[config.mk]
export PLATFORM = sky130hd
export DESIGN_NAME = scumv_asc_scan_driver
export DESIGN_NICKNAME = d
export VERILOG_FILES = /design/src/rtl/scumv_asc_pkg.sv /design/src/rtl/scumv_asc_scan_driver_clk_div.sv /design/src/rtl/scumv_asc_scan_driver.sv
export SDC_FILE = /design/constraint.sdc
export NUM_CORES = 1
export LEC_CHECK = 0
export CAP_MARGIN = 20
export CORE_ASPECT_RATIO = 1.2
export CORE_MARGIN = 2
export CORE_UTILIZATION = 38
export CTS_CLUSTER_SIZE = 40
export DETAILED_ROUTE_END_ITERATION = 8
export PLACE_DENSITY_LB_ADDON = 0.08
export SLEW_MARGIN = 20
export SYNTH_ARGS = -nofsm -noshare
export SYNTH_HDL_FRONTEND = slang
export SYNTH_SLANG_ARGS = --single-unit
[constraint.sdc]
create_clock -name clk -period 1.75 [get_ports clk]
set_clock_uncertainty 0.05 [all_clocks]
set_input_delay 0.2625 -clock clk [delete_from_list [all_inputs] [get_ports clk]]
set_output_delay 0.2625 -clock clk [all_outputs]
set_load 0.01 [all_outputs]
[src/rtl/scumv_asc_pkg.sv]
// scumv_asc_pkg
//   Shared constants for the SCuM-V ASC scan-chain driver: FSM state
//   encodings, the default packet size and the acknowledge byte returned
//   after every completed scan.
package scumv_asc_pkg;

    localparam int          STATE_W          = 3;

    localparam logic [2:0]  COLLECT          = 3'd0;
    localparam logic [2:0]  SHIFT_LO         = 3'd1;
    localparam logic [2:0]  SHIFT_HI         = 3'd2;
    localparam logic [2:0]  UPDATE           = 3'd3;
    localparam logic [2:0]  RESPOND          = 3'd4;

    localparam int          ASC_PACKET_BYTES = 22;
    localparam logic [7:0]  ASC_ACK_BYTE     = 8'h01;

endpackage

[src/rtl/scumv_asc_scan_driver_clk_div.sv]
// scumv_scan_clk_div
//   Half-period counter for the scan clock. Counts 0..DIV-1 and raises
//   `tick` combinationally on the terminal count, wrapping to 0 afterwards.
//   Ports:
//     clk   in  system clock
//     reset in  synchronous active-high reset
//     clear in  synchronous clear (driven on every FSM state change / idle)
//     tick  out high while the counter sits at DIV-1
module scumv_scan_clk_div #(
    parameter int DIV = 50
) (
    input  logic clk,
    input  logic reset,
    input  logic clear,
    output logic tick
);

    localparam int             CNT_W = $clog2(DIV + 1);
    localparam logic [CNT_W-1:0] LAST = CNT_W'(DIV - 1);

    logic [CNT_W-1:0] cnt_r;

    assign tick = (cnt_r == LAST);

    // Half-period counter: cleared on state change, wraps after terminal count.
    always_ff @(posedge clk) begin
        if (reset) begin
            cnt_r <= '0;
        end else if (clear || tick) begin
            cnt_r <= '0;
        end else begin
            cnt_r <= cnt_r + CNT_W'(1);
        end
    end

endmodule

[src/rtl/scumv_asc_scan_driver.sv]
// scumv_asc_scan_driver
//   Collects PACKET_BYTES bytes from the ASC stream into a shift register,
//   shifts them LSB-first into the SCuM-V scan chain on a divided scan clock,
//   pulses scan_update for two half-periods and returns ACK_BYTE.
//   Ports:
//     clk, reset                       clock, synchronous active-high reset
//     asc_data_valid/ready/in          byte stream in (valid/ready handshake)
//     asc_response_valid/ready/data    acknowledge byte out
//     scan_clk, scan_in, scan_update   registered scan chain outputs
//     busy                             high outside COLLECT
//     debug_state                      current FSM state encoding
module scumv_asc_scan_driver
    import scumv_asc_pkg::*;
#(
    parameter int         PACKET_BYTES = ASC_PACKET_BYTES,
    parameter int         SCAN_CLK_DIV = 50,
    parameter logic [7:0] ACK_BYTE     = ASC_ACK_BYTE
) (
    input  logic         clk,
    input  logic         reset,
    input  logic         asc_data_valid,
    output logic         asc_data_ready,
    input  logic [7:0]   asc_data_in,
    output logic         asc_response_valid,
    input  logic         asc_response_ready,
    output logic [7:0]   asc_response_data,
    output logic         scan_clk,
    output logic         scan_in,
    output logic         scan_update,
    output logic         busy,
    output logic [2:0]   debug_state
);

    localparam int CHAIN_BITS = 8 * PACKET_BYTES;
    localparam int BYTE_W     = (PACKET_BYTES > 1) ? $clog2(PACKET_BYTES) : 1;
    localparam int BIT_W      = $clog2(CHAIN_BITS);
    localparam logic [BYTE_W-1:0] LAST_BYTE = BYTE_W'(PACKET_BYTES - 1);
    localparam logic [BIT_W-1:0]  LAST_BIT  = BIT_W'(CHAIN_BITS - 1);

    logic [STATE_W-1:0]    state_r;
    logic [STATE_W-1:0]    next_state_s;
    logic [BYTE_W-1:0]     byte_cnt_r;
    logic [BIT_W-1:0]      bit_cnt_r;
    logic [CHAIN_BITS-1:0] shreg_r;
    logic [CHAIN_BITS-1:0] shreg_next_s;
    logic                  upd_half_r;
    logic                  byte_fire_s;
    logic                  tick_s;
    logic                  div_clear_s;

    logic                  ready_s;
    logic                  busy_s;
    logic                  sclk_s;
    logic                  sin_s;
    logic                  supd_s;
    logic                  rvalid_s;
    logic [7:0]            rdata_s;

    assign byte_fire_s = asc_data_valid && (state_r == COLLECT);
    assign debug_state = state_r;
    // Divider idles at 0 outside the timed states and restarts on each entry.
    assign div_clear_s = (next_state_s != state_r) || (state_r == COLLECT)
                         || (state_r == RESPOND);

    scumv_scan_clk_div #(
        .DIV (SCAN_CLK_DIV)
    ) u_clk_div (
        .clk   (clk),
        .reset (reset),
        .clear (div_clear_s),
        .tick  (tick_s)
    );

    // FSM state register.
    always_ff @(posedge clk) begin
        if (reset) begin
            state_r <= COLLECT;
        end else begin
            state_r <= next_state_s;
        end
    end

    // Next-state logic.
    always_comb begin
        next_state_s = state_r;
        case (state_r)
            COLLECT: begin
                if (byte_fire_s && (byte_cnt_r == LAST_BYTE)) next_state_s = SHIFT_LO;
                else                                          next_state_s = COLLECT;
            end
            SHIFT_LO: begin
                if (tick_s) next_state_s = SHIFT_HI;
                else        next_state_s = SHIFT_LO;
            end
            SHIFT_HI: begin
                if (tick_s) next_state_s = (bit_cnt_r == LAST_BIT) ? UPDATE : SHIFT_LO;
                else        next_state_s = SHIFT_HI;
            end
            UPDATE: begin
                // Two divider periods: first tick arms upd_half_r, second exits.
                if (tick_s && upd_half_r) next_state_s = RESPOND;
                else                      next_state_s = UPDATE;
            end
            RESPOND: begin
                if (asc_response_ready) next_state_s = COLLECT;
                else                    next_state_s = RESPOND;
            end
            default: next_state_s = COLLECT;
        endcase
    end

    // Shift register next value: byte capture in COLLECT, shift on SHIFT_HI exit.
    always_comb begin
        shreg_next_s = shreg_r;
        if (byte_fire_s) begin
            for (int k = 0; k < PACKET_BYTES; k++) begin
                if (byte_cnt_r == BYTE_W'(k)) shreg_next_s[8*k +: 8] = asc_data_in;
                else                          shreg_next_s[8*k +: 8] = shreg_r[8*k +: 8];
            end
        end else if ((state_r == SHIFT_HI) && tick_s) begin
            shreg_next_s = {1'b0, shreg_r[CHAIN_BITS-1:1]};
        end else begin
            shreg_next_s = shreg_r;
        end
    end

    // Output decode from the next state so the flopped outputs line up with it.
    always_comb begin
        ready_s  = (next_state_s == COLLECT);
        busy_s   = (next_state_s != COLLECT);
        sclk_s   = (next_state_s == SHIFT_HI);
        supd_s   = (next_state_s == UPDATE);
        rvalid_s = (next_state_s == RESPOND);
        if ((next_state_s == SHIFT_LO) || (next_state_s == SHIFT_HI)) sin_s = shreg_next_s[0];
        else                                                          sin_s = 1'b0;
        if (rvalid_s) rdata_s = ACK_BYTE;
        else          rdata_s = 8'h00;
    end

    // Datapath counters, shift register and registered outputs.
    always_ff @(posedge clk) begin
        if (reset) begin
            byte_cnt_r         <= '0;
            bit_cnt_r          <= '0;
            upd_half_r         <= 1'b0;
            shreg_r            <= '0;
            asc_data_ready     <= 1'b1;
            busy               <= 1'b0;
            scan_clk           <= 1'b0;
            scan_in            <= 1'b0;
            scan_update        <= 1'b0;
            asc_response_valid <= 1'b0;
            asc_response_data  <= 8'h00;
        end else begin
            shreg_r            <= shreg_next_s;
            asc_data_ready     <= ready_s;
            busy               <= busy_s;
            scan_clk           <= sclk_s;
            scan_in            <= sin_s;
            scan_update        <= supd_s;
            asc_response_valid <= rvalid_s;
            asc_response_data  <= rdata_s;

            if (byte_fire_s) begin
                byte_cnt_r <= (byte_cnt_r == LAST_BYTE) ? '0 : byte_cnt_r + BYTE_W'(1);
            end else begin
                byte_cnt_r <= byte_cnt_r;
            end

            if ((state_r == SHIFT_HI) && tick_s) begin
                bit_cnt_r <= (bit_cnt_r == LAST_BIT) ? '0 : bit_cnt_r + BIT_W'(1);
            end else begin
                bit_cnt_r <= bit_cnt_r;
            end

            if ((state_r == UPDATE) && tick_s) upd_half_r <= ~upd_half_r;
            else if (state_r != UPDATE)        upd_half_r <= 1'b0;
            else                               upd_half_r <= upd_half_r;
        end
    end

endmodule

==> results.ini <==
[sta]
worst_slack_ns=-0.145
hold_viol=0
fin_crit_ns=1.89
report.final.slew_viol_count=0
setup_viol=188
tns_ns=-15.54
fmax_mhz=528
period_share=1.08
rsz0062_at_grt=true

[final_layout]
layout.cells.non_filler=1397
layout-drive-gt1-share=0.211
final_area_um2=11700
antenna-diode-count=0
fin_util=0.506
final_nets=1086
area_growth_pct=30.3
fillers=2242

[yosys]
yosysUniqueCellTypes=52
synthXorXnorAreaFrac=0.0146
yosys.area_share.simple=0.147
synthMuxAreaShare=0.180
avgSynthCellArea_um2=9.29
synthArstFlopShare=0
ys_ff_latch=205
synth.cell_area_um2=9010
synth-seq-area-share=0.455
yosys.area.top_type=dfxtp_1
synth-main-ff-cell=dfxtp_1
synthTopCellsByArea=dfxtp_1 46%, mux2i_1 18%, a21oi_1 9.2%
synth_edf_count=0
synth_compound_area_frac=0.145
synth_warnings=0
synth_top_family_by_area=multiplexers
synth_top_area_frac=0.455
synthAdderAreaFrac=0.0111
syn_inst=970

[route]
ant_nets=0
wl_per_cell_um=15.9
highest_layer=met4
wirelength_um=22200
wl_met3_um=572
drc_errors=0
drtIter0Drc=314
vias_per_cell=4.92
wl_met1_um=10700
wl_met2_um=10600
via_count=6879
dr.pass1.iters=5

[cts]
clock_sinks=205
clock_latency_ns=0.52
clk_path_buf_depth=3
cts_made_buffers=23
cts.htree.levels=1
clk_pin_slew_worst_paths_ns=0.06
cts_tree=built
root_buffer=clkbuf_16

[setup_path]
worstPathMaxFanout=8
crit_path_start=u_clk_div.cnt_r[1]
crit_path_end=shreg_r[101]
critPathArrivalTime_ns=2.23
rr_endpoint=shreg_r[101]
worstPathRequired_ns=2.08
r2r_slack_ns=-0.14
critical_path_cell_count=10
slowest_delay_ns=0.32
path_common_cell=buf_12
cp_slowest_cell=dfxtp_2
crit_type=register to register
cp_num_buf_inv=4
r2r-start=u_clk_div.cnt_r[1]
reg2regPathDepth=10
cp_top_family=buffers and inverters
cp-end-kind=register
critPathLaunchType=register
path_cells=inv_2 -> ha_4 -> nor3b_4 -> nand4_1 -> buf_6 -> buf_12 -> o21ai_4 -> buf_12 -> mux2i_2 -> a21oi_1

[floorplan]
die_w_um=145
die-area_um2=25000
rows=61
chipHeight_um=173
design.core.area_um2=23200
io-pin-count=29
start_util=0.388

[run_status]
violations=negative setup slack
outcome=finished, violations left

[global_routing]
overflow=0
grt_pass1_vias=6714
grt_max_degree=45
grt_usage=0.175
antenna_found_initial=0
grt_pass1_wl_um=35300

[power_and_ir_drop]
combPwrFrac=0.060
power_switching_w=0.00230
leakage_nw=3.81
seqPwrFrac=0.470
internal-power_w=0.00774
peakVddDrop_v=0.000649
power_frac_clock=0.470
power_density_nw_per_um2=855
p_sw_frac=0.229

[place]
finalWeightedCongestion=0.765
placed_cell_area_um2=10600
dp.cells=1343
hpwl_um=13200
io_buffer_count=21

[job]
drv_cap=0

[hold_path]
worstHoldPathType=register to register

-- tightest hold or removal path: stages (launching register included) --
cell and delay, ns:
dfxtp_1 0.31, nand2_1 0.05, a21oi_1 0.05
-- timing repair --
action                                  4_1_cts  5_1_grt
resized for setup                            24       27
gates cloned                                  2        5
setup buffers                                 5        3
hold buffers                                  1        0
pin swaps                                     6       76
endpoints found under the hold margin        12        0
endpoints found under the setup margin      195      201
-- synthesized netlist by cell type (5+ instances only) --
| cell type | count |
|---|---|
| nand2_1 | 201 |
| and2_1 | 11 |
| a21oi_1 | 165 |
| o21ai_4 | 18 |
| inv_1 | 5 |
| nor2_1 | 34 |
| dfxtp_1 | 205 |
| mux2i_1 | 161 |
| xor2_1 | 8 |
| nand4_1 | 5 |
| buf_2 | 35 |
| a222oi_1 | 7 |
| ha_1 | 8 |
| buf_4 | 10 |
| xnor2_1 | 7 |
| nand2b_1 | 5 |
| nand3_1 | 7 |
| clkbuf_1 | 25 |
| a31oi_1 | 8 |
-- area by class of cell --
type | count | area (um^2) | area share
clock buffers | 36 | 674 | 0.0574
well taps | 315 | 394 | 0.0335
flip-flops and latches | 205 | 4110 | 0.350
repair buffers | 138 | 1760 | 0.150
clock inverters | 5 | 58.8 | 0.00501
inverters | 5 | 18.8 | 0.00160
multi-input cells | 693 | 4730 | 0.403
-- metrics by stage --
step	power [W]	hold WS, ns	worst slack, ns
3_3_place_gp	0.00542	0.388	-0.470
6_report	0.0100	0.378	-0.145
4_1_cts	0.0102	0.387	-0.165
2_1_floorplan	0.00515	0.381	-0.0104
3_5_place_dp	0.00542	0.392	-0.484
5_1_grt	0.0104	0.406	-0.260
-- layout by cell type, fill, tap and decap left out, types with 3 or more instances in the layout --
cell	n
ha_1	6
clkbuf_16	27
nand2_2	3
nor2_2	3
mux2i_1	152
inv_2	3
xor2_1	8
and3_1	3
mux2i_2	8
nand4_1	5
nor2_1	33
clkdlybuf4s50_1	17
dfxtp_1	200
nand2_1	198
clkbuf_1	8
dlygate4sd2_1	3
buf_12	44
conb_1	7
buf_6	4
dfxtp_2	4
clkbuf_8	5
o21ai_4	18
a21oi_2	7
xnor2_1	7
a21oi_1	158
nand2b_1	4
nand3_1	6
a31oi_1	8
buf_4	63
and2_1	10
a222oi_1	7
-- logic make-up (layout without fill, tap and decap cells) --
group,Yosys count,count (layout)
AOI/OAI and AO/OA,206,206
xor gates and xnor gates,15,15
adders and majority gates,8,8
buffers and inverters,79,184
DFF,205,205
muxes,162,162
other,1,7
and+or+nand+nor,294,295
-- per-layer routing --
layer	track usage	up-vias
met1	0.243	3274
li1	-	3525
met5	0	-
met2	0.291	57
met3	0.0238	23
met4	0.0332	0
-- state kept, by name, indices dropped and copies added (netlist names) --
signal	cells
debug_state	3
asc_response_valid	1
u_clk_div.cnt_r	6
shreg_r	176
scan_clk	1
busy	1
byte_cnt_r	5
scan_update	1
asc_data_ready	1
upd_half_r	1
bit_cnt_r	8
scan_in	1
-- power by group through the flow --
| stage | combinational, W | sequential (W) | clock [W] |
|---|---|---|---|
| final | 0.000603 | 0.00472 | 0.00473 |
| after global placement | 0.000596 | 0.00482 | 0 |
| after global routing | 0.000649 | 0.00472 | 0.00505 |
| after CTS | 0.000602 | 0.00472 | 0.00488 |
| after detailed placement | 0.000594 | 0.00482 | 0 |
| after floorplan | 0.000326 | 0.00482 | 0 |
-- worst min path at each step --
| stage | startpoint | to | slack [ns] | cells after the start |
|---|---|---|---|---|
| 3_3_place_gp | shreg_r[99] | shreg_r[98] | 0.39 | 2 |
| 6_report | shreg_r[18] | shreg_r[17] | 0.38 | 2 |
| 3_5_place_dp | shreg_r[145] | shreg_r[144] | 0.39 | 2 |
| 4_1_cts | shreg_r[16] | shreg_r[15] | 0.39 | 2 |
| 2_1_floorplan | shreg_r[101] | shreg_r[100] | 0.38 | 2 |
| 5_1_grt | shreg_r[18] | shreg_r[17] | 0.41 | 2 |
(Power assumes the default switching activity.)
